--- src/rtl/nrzi_rx_decoder_if.sv ---
// Bundle of NRZI line inputs, framing strobes and decoded-byte outputs.
// The decoder uses the slave view; the line source and sink use the master view.
interface nrzi_rx_decoder_if;
   logic       line_in;
   logic       line_en;
   logic       frame_start;
   logic       frame_end;
   logic [7:0] data_out;
   logic       data_valid;
   logic       stuff_err;
   logic       frame_abort;
   logic       busy;

   modport master (
      output line_in, line_en, frame_start, frame_end,
      input  data_out, data_valid, stuff_err, frame_abort, busy
   );

   modport slave (
      input  line_in, line_en, frame_start, frame_end,
      output data_out, data_valid, stuff_err, frame_abort, busy
   );
endinterface

--- src/rtl/nrzi_rx_decoder.sv ---
// NRZI receive decoder with bit-unstuffing, LSB-first byte assembly and
// framing error reporting.
module nrzi_rx_decoder #(
   parameter logic IDLE_LEVEL = 1'b1,
   parameter int   STUFF_LEN  = 6
) (
   input logic              clk,
   input logic              rst_n,
   nrzi_rx_decoder_if.slave bus
);

   typedef enum logic [1:0] {IDLE, DATA, STUFF} state_t;

   localparam logic [3:0] STUFF_LEN_C = 4'(STUFF_LEN);

   state_t     state_q, state_d;
   logic       prev_level_q, prev_level_d;
   logic [7:0] shreg_q, shreg_d;
   logic [2:0] bit_cnt_q, bit_cnt_d;
   logic [3:0] ones_cnt_q, ones_cnt_d;
   logic [7:0] data_out_q, data_out_d;
   logic       data_valid_q, data_valid_d;
   logic       stuff_err_q, stuff_err_d;
   logic       frame_abort_q, frame_abort_d;

   logic       dec_bit;
   logic [7:0] shifted;
   logic [3:0] ones_inc;

   assign dec_bit  = (bus.line_in == prev_level_q);
   assign shifted  = {dec_bit, shreg_q[7:1]};
   assign ones_inc = ones_cnt_q + 4'd1;

   always_ff @(posedge clk or negedge rst_n) begin
      if (!rst_n) begin
         state_q       <= IDLE;
         prev_level_q  <= IDLE_LEVEL;
         shreg_q       <= 8'h00;
         bit_cnt_q     <= 3'd0;
         ones_cnt_q    <= 4'd0;
         data_out_q    <= 8'h00;
         data_valid_q  <= 1'b0;
         stuff_err_q   <= 1'b0;
         frame_abort_q <= 1'b0;
      end else begin
         state_q       <= state_d;
         prev_level_q  <= prev_level_d;
         shreg_q       <= shreg_d;
         bit_cnt_q     <= bit_cnt_d;
         ones_cnt_q    <= ones_cnt_d;
         data_out_q    <= data_out_d;
         data_valid_q  <= data_valid_d;
         stuff_err_q   <= stuff_err_d;
         frame_abort_q <= frame_abort_d;
      end
   end

   // frame_start dominates frame_end, which in turn swallows any same-cycle sample.
   always_comb begin
      state_d       = state_q;
      prev_level_d  = prev_level_q;
      shreg_d       = shreg_q;
      bit_cnt_d     = bit_cnt_q;
      ones_cnt_d    = ones_cnt_q;
      data_out_d    = data_out_q;
      data_valid_d  = 1'b0;
      stuff_err_d   = 1'b0;
      frame_abort_d = 1'b0;

      if (bus.frame_start) begin
         state_d      = DATA;
         prev_level_d = IDLE_LEVEL;
         shreg_d      = 8'h00;
         bit_cnt_d    = 3'd0;
         ones_cnt_d   = 4'd0;
      end else if (bus.frame_end && (state_q != IDLE)) begin
         state_d       = IDLE;
         frame_abort_d = (bit_cnt_q != 3'd0);
         bit_cnt_d     = 3'd0;
         ones_cnt_d    = 4'd0;
      end else if (bus.line_en) begin
         prev_level_d = bus.line_in;
         case (state_q)
            DATA: begin
               shreg_d   = shifted;
               bit_cnt_d = bit_cnt_q + 3'd1;
               if (bit_cnt_q == 3'd7) begin
                  data_out_d   = shifted;
                  data_valid_d = 1'b1;
               end
               if (dec_bit) begin
                  ones_cnt_d = ones_inc;
                  if (ones_inc == STUFF_LEN_C) begin
                     state_d = STUFF;
                  end
               end else begin
                  ones_cnt_d = 4'd0;
               end
            end
            STUFF: begin
               ones_cnt_d = 4'd0;
               if (dec_bit) begin
                  state_d     = IDLE;
                  stuff_err_d = 1'b1;
                  bit_cnt_d   = 3'd0;
               end else begin
                  state_d = DATA;
               end
            end
            default: ;
         endcase
      end
   end

   assign bus.data_out    = data_out_q;
   assign bus.data_valid  = data_valid_q;
   assign bus.stuff_err   = stuff_err_q;
   assign bus.frame_abort = frame_abort_q;
   assign bus.busy        = (state_q != IDLE);

endmodule
--- src/flat_wrapper.sv ---
// flat-port wrapper written by rule: the top's interface ports become plain ports
module nrzi_rx_decoder_flat 
#(
   parameter logic IDLE_LEVEL = 1'b1,
   parameter int   STUFF_LEN  = 6
)
  (clk, rst_n, bus_line_in, bus_line_en, bus_frame_start, bus_frame_end, bus_data_out, bus_data_valid, bus_stuff_err, bus_frame_abort, bus_busy);
  nrzi_rx_decoder_if bus_i ();
  input logic clk;
  input logic rst_n;
  input wire logic [$bits(bus_i.line_in)-1:0] bus_line_in;
  input wire logic [$bits(bus_i.line_en)-1:0] bus_line_en;
  input wire logic [$bits(bus_i.frame_start)-1:0] bus_frame_start;
  input wire logic [$bits(bus_i.frame_end)-1:0] bus_frame_end;
  output wire logic [$bits(bus_i.data_out)-1:0] bus_data_out;
  output wire logic [$bits(bus_i.data_valid)-1:0] bus_data_valid;
  output wire logic [$bits(bus_i.stuff_err)-1:0] bus_stuff_err;
  output wire logic [$bits(bus_i.frame_abort)-1:0] bus_frame_abort;
  output wire logic [$bits(bus_i.busy)-1:0] bus_busy;
  assign bus_i.line_in = bus_line_in;
  assign bus_i.line_en = bus_line_en;
  assign bus_i.frame_start = bus_frame_start;
  assign bus_i.frame_end = bus_frame_end;
  assign bus_data_out = bus_i.data_out;
  assign bus_data_valid = bus_i.data_valid;
  assign bus_stuff_err = bus_i.stuff_err;
  assign bus_frame_abort = bus_i.frame_abort;
  assign bus_busy = bus_i.busy;
  nrzi_rx_decoder #(.IDLE_LEVEL(IDLE_LEVEL), .STUFF_LEN(STUFF_LEN)) u_core (.clk(clk), .rst_n(rst_n), .bus(bus_i));
endmodule
--- config.mk ---
export PLATFORM = sky130hd
export DESIGN_NAME = nrzi_rx_decoder_flat
export DESIGN_NICKNAME = d
export VERILOG_FILES = /design/src/rtl/nrzi_rx_decoder_if.sv /design/src/rtl/nrzi_rx_decoder.sv /design/src/flat_wrapper.sv
export SDC_FILE = /design/constraint.sdc
export NUM_CORES = 1
export LEC_CHECK = 0
export BUFFER_PORTS_ARGS = -buffer_cell sky130_fd_sc_hd__buf_2
export CORE_UTILIZATION = 24
export DETAILED_ROUTE_END_ITERATION = 6
export PLACE_DENSITY = 0.41
export SLEW_MARGIN = 20
export SYNTH_ARGS = -nofsm -noshare
export SYNTH_HDL_FRONTEND = slang
export SYNTH_SLANG_ARGS = --single-unit
export TNS_END_PERCENT = 5
--- constraint.sdc ---
create_clock -name clk -period 3.1 [get_ports clk]
set_input_delay 0.62 -clock clk [delete_from_list [all_inputs] [get_ports clk]]
set_output_delay 0.62 -clock clk [all_outputs]
set_load 0.02 [all_outputs]
Yosys cells after proc, flatten, opt, wreduce, memory -nomap -nowiden
Cells that the tools add are included.
- add/subtract/negate cells: 2
- multipliers: 0
- divide/modulo/power cells: 0
- $lt $le $gt $ge: 0
- equal/unequal tests: 9
- shift-type cells: 0
- muxes and demuxes: 36
- bitwise operators: 2
- reductions and logical operators: 13
- operators by type and width (kind ; count):
    8-bit 2-to-1 mux ; 4
    1-bit 2-to-1 mux ; 16
    4-bit 2-to-1 mux ; 4
    3-bit 2-to-1 mux ; 4
    4-bit by 2-bit inequality test with 1-bit output, second input constant ; 3
    2-bit 2-to-1 mux ; 5
    4-bit one-hot mux with 2 select lines ; 1
    3-bit one-hot mux with 2 select lines ; 1
    3-bit AND reduction ; 2
    2-bit nonzero test ; 3
    3-bit nonzero test ; 2
    5-bit AND reduction ; 1
    4-bit by 1-bit adder with 4-bit output, second input constant ; 1
    4-bit by 3-bit == test with 1-bit output, second input constant ; 1
    2-bit one-hot mux with 2 select lines ; 1
    2-bit AND reduction ; 2
    4-bit AND reduction ; 1
    4-bit nonzero test ; 1
    3-bit by 1-bit adder with 3-bit output, second input constant ; 1
    3-bit == test, second input constant ; 1
    2-bit by 1-bit == test with 1-bit output, second input constant ; 1
    2-bit == test, second input constant ; 1
    2-bit inequality test, second input constant ; 1
    1-bit inverter ; 2
    other kinds (2) ; 2
- flip-flop bits (word level): 29
- bits in latches: 0
- bits in writable memories: 0
- ROM bits: 0
- input bits: 6
- memories: 0

Longest topological paths before layout
- word-level depth: 8
- gate-level depth with buffers: 5
- mapped depth without buffers: 5

Worst setup path after synthesis
OpenSTA, ideal clock, no wires.
- kind: in2reg
- from: input port bus_line_en
- to: register u_core.bit_cnt_q[0]
- setup time: 0.125 ns
- data arrival time: 1.397 ns
- required time: 2.975 ns
- slack: 1.578 ns
- stages: 4
- cells stage by stage: a21bo_1 > o2bb2ai_4 > a21o_1 > mux2_4
- longest elaborated chain between the ends: 2
- RTL lines (what ; RTL line ; text):
    start, declared ; flat_wrapper.sv:12 ; input wire logic [$bits(bus_i.line_en)-1:0] bus_line_en;
    3-bit nonzero test (no source line) ; -- ;
    3-bit AND reduction (no source line) ; -- ;
    end signal, assigned ; nrzi_rx_decoder.sv:49 ; bit_cnt_q <= bit_cnt_d;
    end, declared ; nrzi_rx_decoder.sv:19 ; logic [2:0] bit_cnt_q, bit_cnt_d;
Every way passes these cells.
A chain may end at the register's enable or synchronous reset.

Worst setup path after layout
- from: register u_core.state_q[0]
- to: output port bus_busy
- longest elaborated chain between the ends: 1
- RTL lines (what ; RTL line ; text):
    start, declared ; nrzi_rx_decoder.sv:16 ; state_t state_q, state_d;
    start signal, assigned ; nrzi_rx_decoder.sv:46 ; state_q <= state_d;
    2-bit nonzero test ; nrzi_rx_decoder.sv:119 ; assign bus.busy = (state_q != IDLE);
    end, declared ; flat_wrapper.sv:19 ; output wire logic [$bits(bus_i.busy)-1:0] bus_busy;
Every way passes these cells.

==> metrics.yaml <==
setup_path:
  worstSetupEndpointType: "output port"
  worst_path_largest_cell_delay_ns: 0.44
  worstPathRequired_ns: 2.48
  cp_data_arrival_time_ns: 1.17
  path_cells: "or2_4 -> buf_2"
  slowest_stage: "sky130_fd_sc_hd__dfrtp_1"
  timing.critical_path.from_type: "flip-flop"
  cp_max_fo: 6
  path_class: "reg2out"
final_layout:
  nets: 144
  layout.cells.most_common: "sky130_fd_sc_hd__dfrtp_1"
  signed_area_change_from_the_synthesized_netlist_to_the_final_layout_pct: 17.4
  post-route-util_pct: 30.1
  n_antenna_cell: 0
  drive_above_1_share_pct: 31.8
  final_cell_mix: "sky130_fd_sc_hd__dfrtp_1, sky130_fd_sc_hd__buf_2, sky130_fd_sc_hd__nand2_1"
  num-fill-cells: 553
run:
  total_of_max_cap_violations: 0
global_route:
  first_pass_grt_wire_length_um: 4360
  grt_max_degree: 29
  number_of_global_route_vias_before_repair: 920
  global_route.overflow_total: 0
  grtUsageTotal_pct: 9.33
  grt_antenna_before_repair: 0
route:
  post_drt_via_cell_ratio: 4.29
  first_pass_iters: 4
  drt.antenna.violating_nets: 0
  drc_viols: 0
  totalWireLength_um: 2420
  drt_first_iter_violations: 16
  vias: 866
  detail_route.wl_per_cell_um: 12.0
timing:
  finalWorstPathRequiredPeriod_ns: 1.79
  grt_setup_unrepaired: "false"
  slew_headroom_pct: 56.1
  maxClockFrequency_mhz: 557
  final.setup_skew_ns: 0.00277
  period_share_pct: 57.9
  tightestPinTransition_ns: 0.659
  final_hold_slack_ns: 0.360
  fin_setup_tns_ns: 0
  final-max-slew-violation-count: 0
  setup_violations: 0
  final_hold_viol_count: 0
placement:
  post_dp_hpwl_um: 1710
  place.port_buffers: 17
  final_wtd_congestion: 0.763
cts:
  htree_num_levels: 1
  insertion_delay_ns: 0.28
  cts_resized: 0
  buffers_from_clock_root_to_sink_at_most: 2
  cts.reportedPaths.clkPinSlew_ns: 0.10
  post-cts-setup-buffer-count: 0
  clock_sinks: 28
  postCtsHoldBufs: 0
  cts_tree: "done"
  cts_root_buf: "sky130_fd_sc_hd__clkbuf_8"
  numCtsBuffers: 3
yosys:
  syn_nets: 124
  post_synth_instance_area_um2: 1340
  avgSynthCellArea_um2: 11.9
  sequential_cell_area_fraction_in_the_yosys_report_pct: 52.3
  post-synth-top-area-cell: "sky130_fd_sc_hd__dfrtp_1"
  synth.top_cell.area_share_pct: 50.3
  synth-edff-count: 0
  yosys.cell_types.count: 36
  synth.area.top_cells: "sky130_fd_sc_hd__dfrtp_1, sky130_fd_sc_hd__mux2_2, sky130_fd_sc_hd__ha_1"
  ys_async_sr_fraction_pct: 100
  synth-main-ff-cell: "sky130_fd_sc_hd__dfrtp_1"
  synth.yosys.warnings: 0
  ys_ff_latch: 28
  syn-instance-count: 113
pwr:
  p_leak_nw: 0.795
  pwr_density_cell_nw_per_um2: 492
  total_power_mw: 0.775
  max-vdd-ir-drop_v: 0.000220
floorplanning:
  core_area_um2: 5240
  floorplan.initialDensity_pct: 25.6
  dieHeight_um: 76.8
  die_area_um2: 5900
  die_w_um: 76.8
  io_pins: 18
  num_rows: 26
outcome:
  run_status: "finished, final reports clean"
hold_path:
  holdCritPathClass: "in2async"
-- worst paths after layout --
check | start | endpoint | slack [ns] | depth (start not counted)
max | u_core.state_q[0]$_DFFE_PN0P_ | bus_busy | 1.31 | 2
min | rst_n | u_core.bus.data_out[3]$_DFFE_PN0P_ | 0.36 | 1
max reg2reg | u_core.bit_cnt_q[0]$_DFFE_PN0P_ | u_core.bus.data_out[4]$_DFFE_PN0P_ | 1.61 | 4
min reg2reg | u_core.bus.data_out[7]$_DFFE_PN0P_ | u_core.bus.data_out[7]$_DFFE_PN0P_ | 0.49 | 2
max in group asynchronous | rst_n | u_core.shreg_q[6]$_DFFE_PN0P_ | 2.32 | 1
min in group clk | u_core.bus.data_out[7]$_DFFE_PN0P_ | u_core.bus.data_out[7]$_DFFE_PN0P_ | 0.49 | 2
-- stage by stage --
step	cell area, µm²	std cells	worst slack [ns]
2_1_floorplan	1340	113	1.58
3_3_place_gp	1510	198	1.33
3_5_place_dp	1510	198	1.29
4_1_cts	1580	202	1.30
5_1_grt	1580	202	1.27
6_report	1580	202	1.31
-- area by class of cell --
| type | count | area (µm²) | share of cell area, % |
|---|---|---|---|
| clock buffers | 3 | 41.3 | 2.62 |
| clock inverters | 1 | 30.0 | 1.90 |
| inverters | 5 | 18.8 | 1.19 |
| multi-input cells | 78 | 612 | 38.8 |
| flip-flops and latches | 28 | 702 | 44.5 |
| well taps | 70 | 87.6 | 5.56 |
| repair buffers | 17 | 85.1 | 5.40 |
-- where the power goes --
group          internal [mW]  switching (mW)  total, mW
combinational         0.0356          0.0536     0.0891
sequential             0.379          0.0138      0.393
clock                  0.173           0.120      0.293
total                  0.588           0.188      0.775
-- cells in the mapped netlist, types with 2 or more instances --
cell	n
sky130_fd_sc_hd__o21bai_1	2
sky130_fd_sc_hd__nand3_1	2
sky130_fd_sc_hd__o21ai_0	7
sky130_fd_sc_hd__nand2b_1	8
sky130_fd_sc_hd__xor2_1	3
sky130_fd_sc_hd__o21ai_2	2
sky130_fd_sc_hd__nand2_1	14
sky130_fd_sc_hd__nor3_1	3
sky130_fd_sc_hd__a22o_1	2
sky130_fd_sc_hd__and3_2	2
sky130_fd_sc_hd__ha_1	5
sky130_fd_sc_hd__buf_2	2
sky130_fd_sc_hd__dfrtp_1	27
sky130_fd_sc_hd__mux2_2	7
sky130_fd_sc_hd__inv_1	5
sky130_fd_sc_hd__or2_4	2
-- kinds of logic (layout without fill, tap and decap cells) --
kind of cell,after synthesis,count (layout),synth area share [%]
buffers and inverters,7,26,2.14
muxes,8,8,6.99
adders and majority gates,5,5,4.66
and+or+nand+nor,37,37,16.3
AOI/OAI and AO/OA,24,24,15.0
DFF,28,28,52.3
xor gates and xnor gates,4,4,2.61
-- routing by layer --
layer | vias to the layer above | share of wire [%] | track usage [%]
met5 | - | 0 | 0
met4 | 0 | 0.58 | 2.31
met3 | 2 | 3.2 | 2.62
met2 | 13 | 47 | 15.4
met1 | 417 | 50 | 12.0
li1 | 434 | - | -
-- critical path, delay by kind of cell (launching register included) --
kind,cells,cell delay [ns]
flip-flops,1,0.44
AND/OR/NAND/NOR,1,0.29
buffers and inverters,1,0.16
-- flip-flops by register name, summed over array words and instances, names as in the netlist --
register and count:
u_core.state_q 2, u_core.bus.data_valid 1, u_core.bit_cnt_q 3, u_core.bus.stuff_err 1, u_core.bus.data_out 8, u_core.shreg_q 7, u_core.prev_level_q 1, u_core.bus.frame_abort 1
u_core.ones_cnt_q 4
Power figures use the tool's default switching activity.
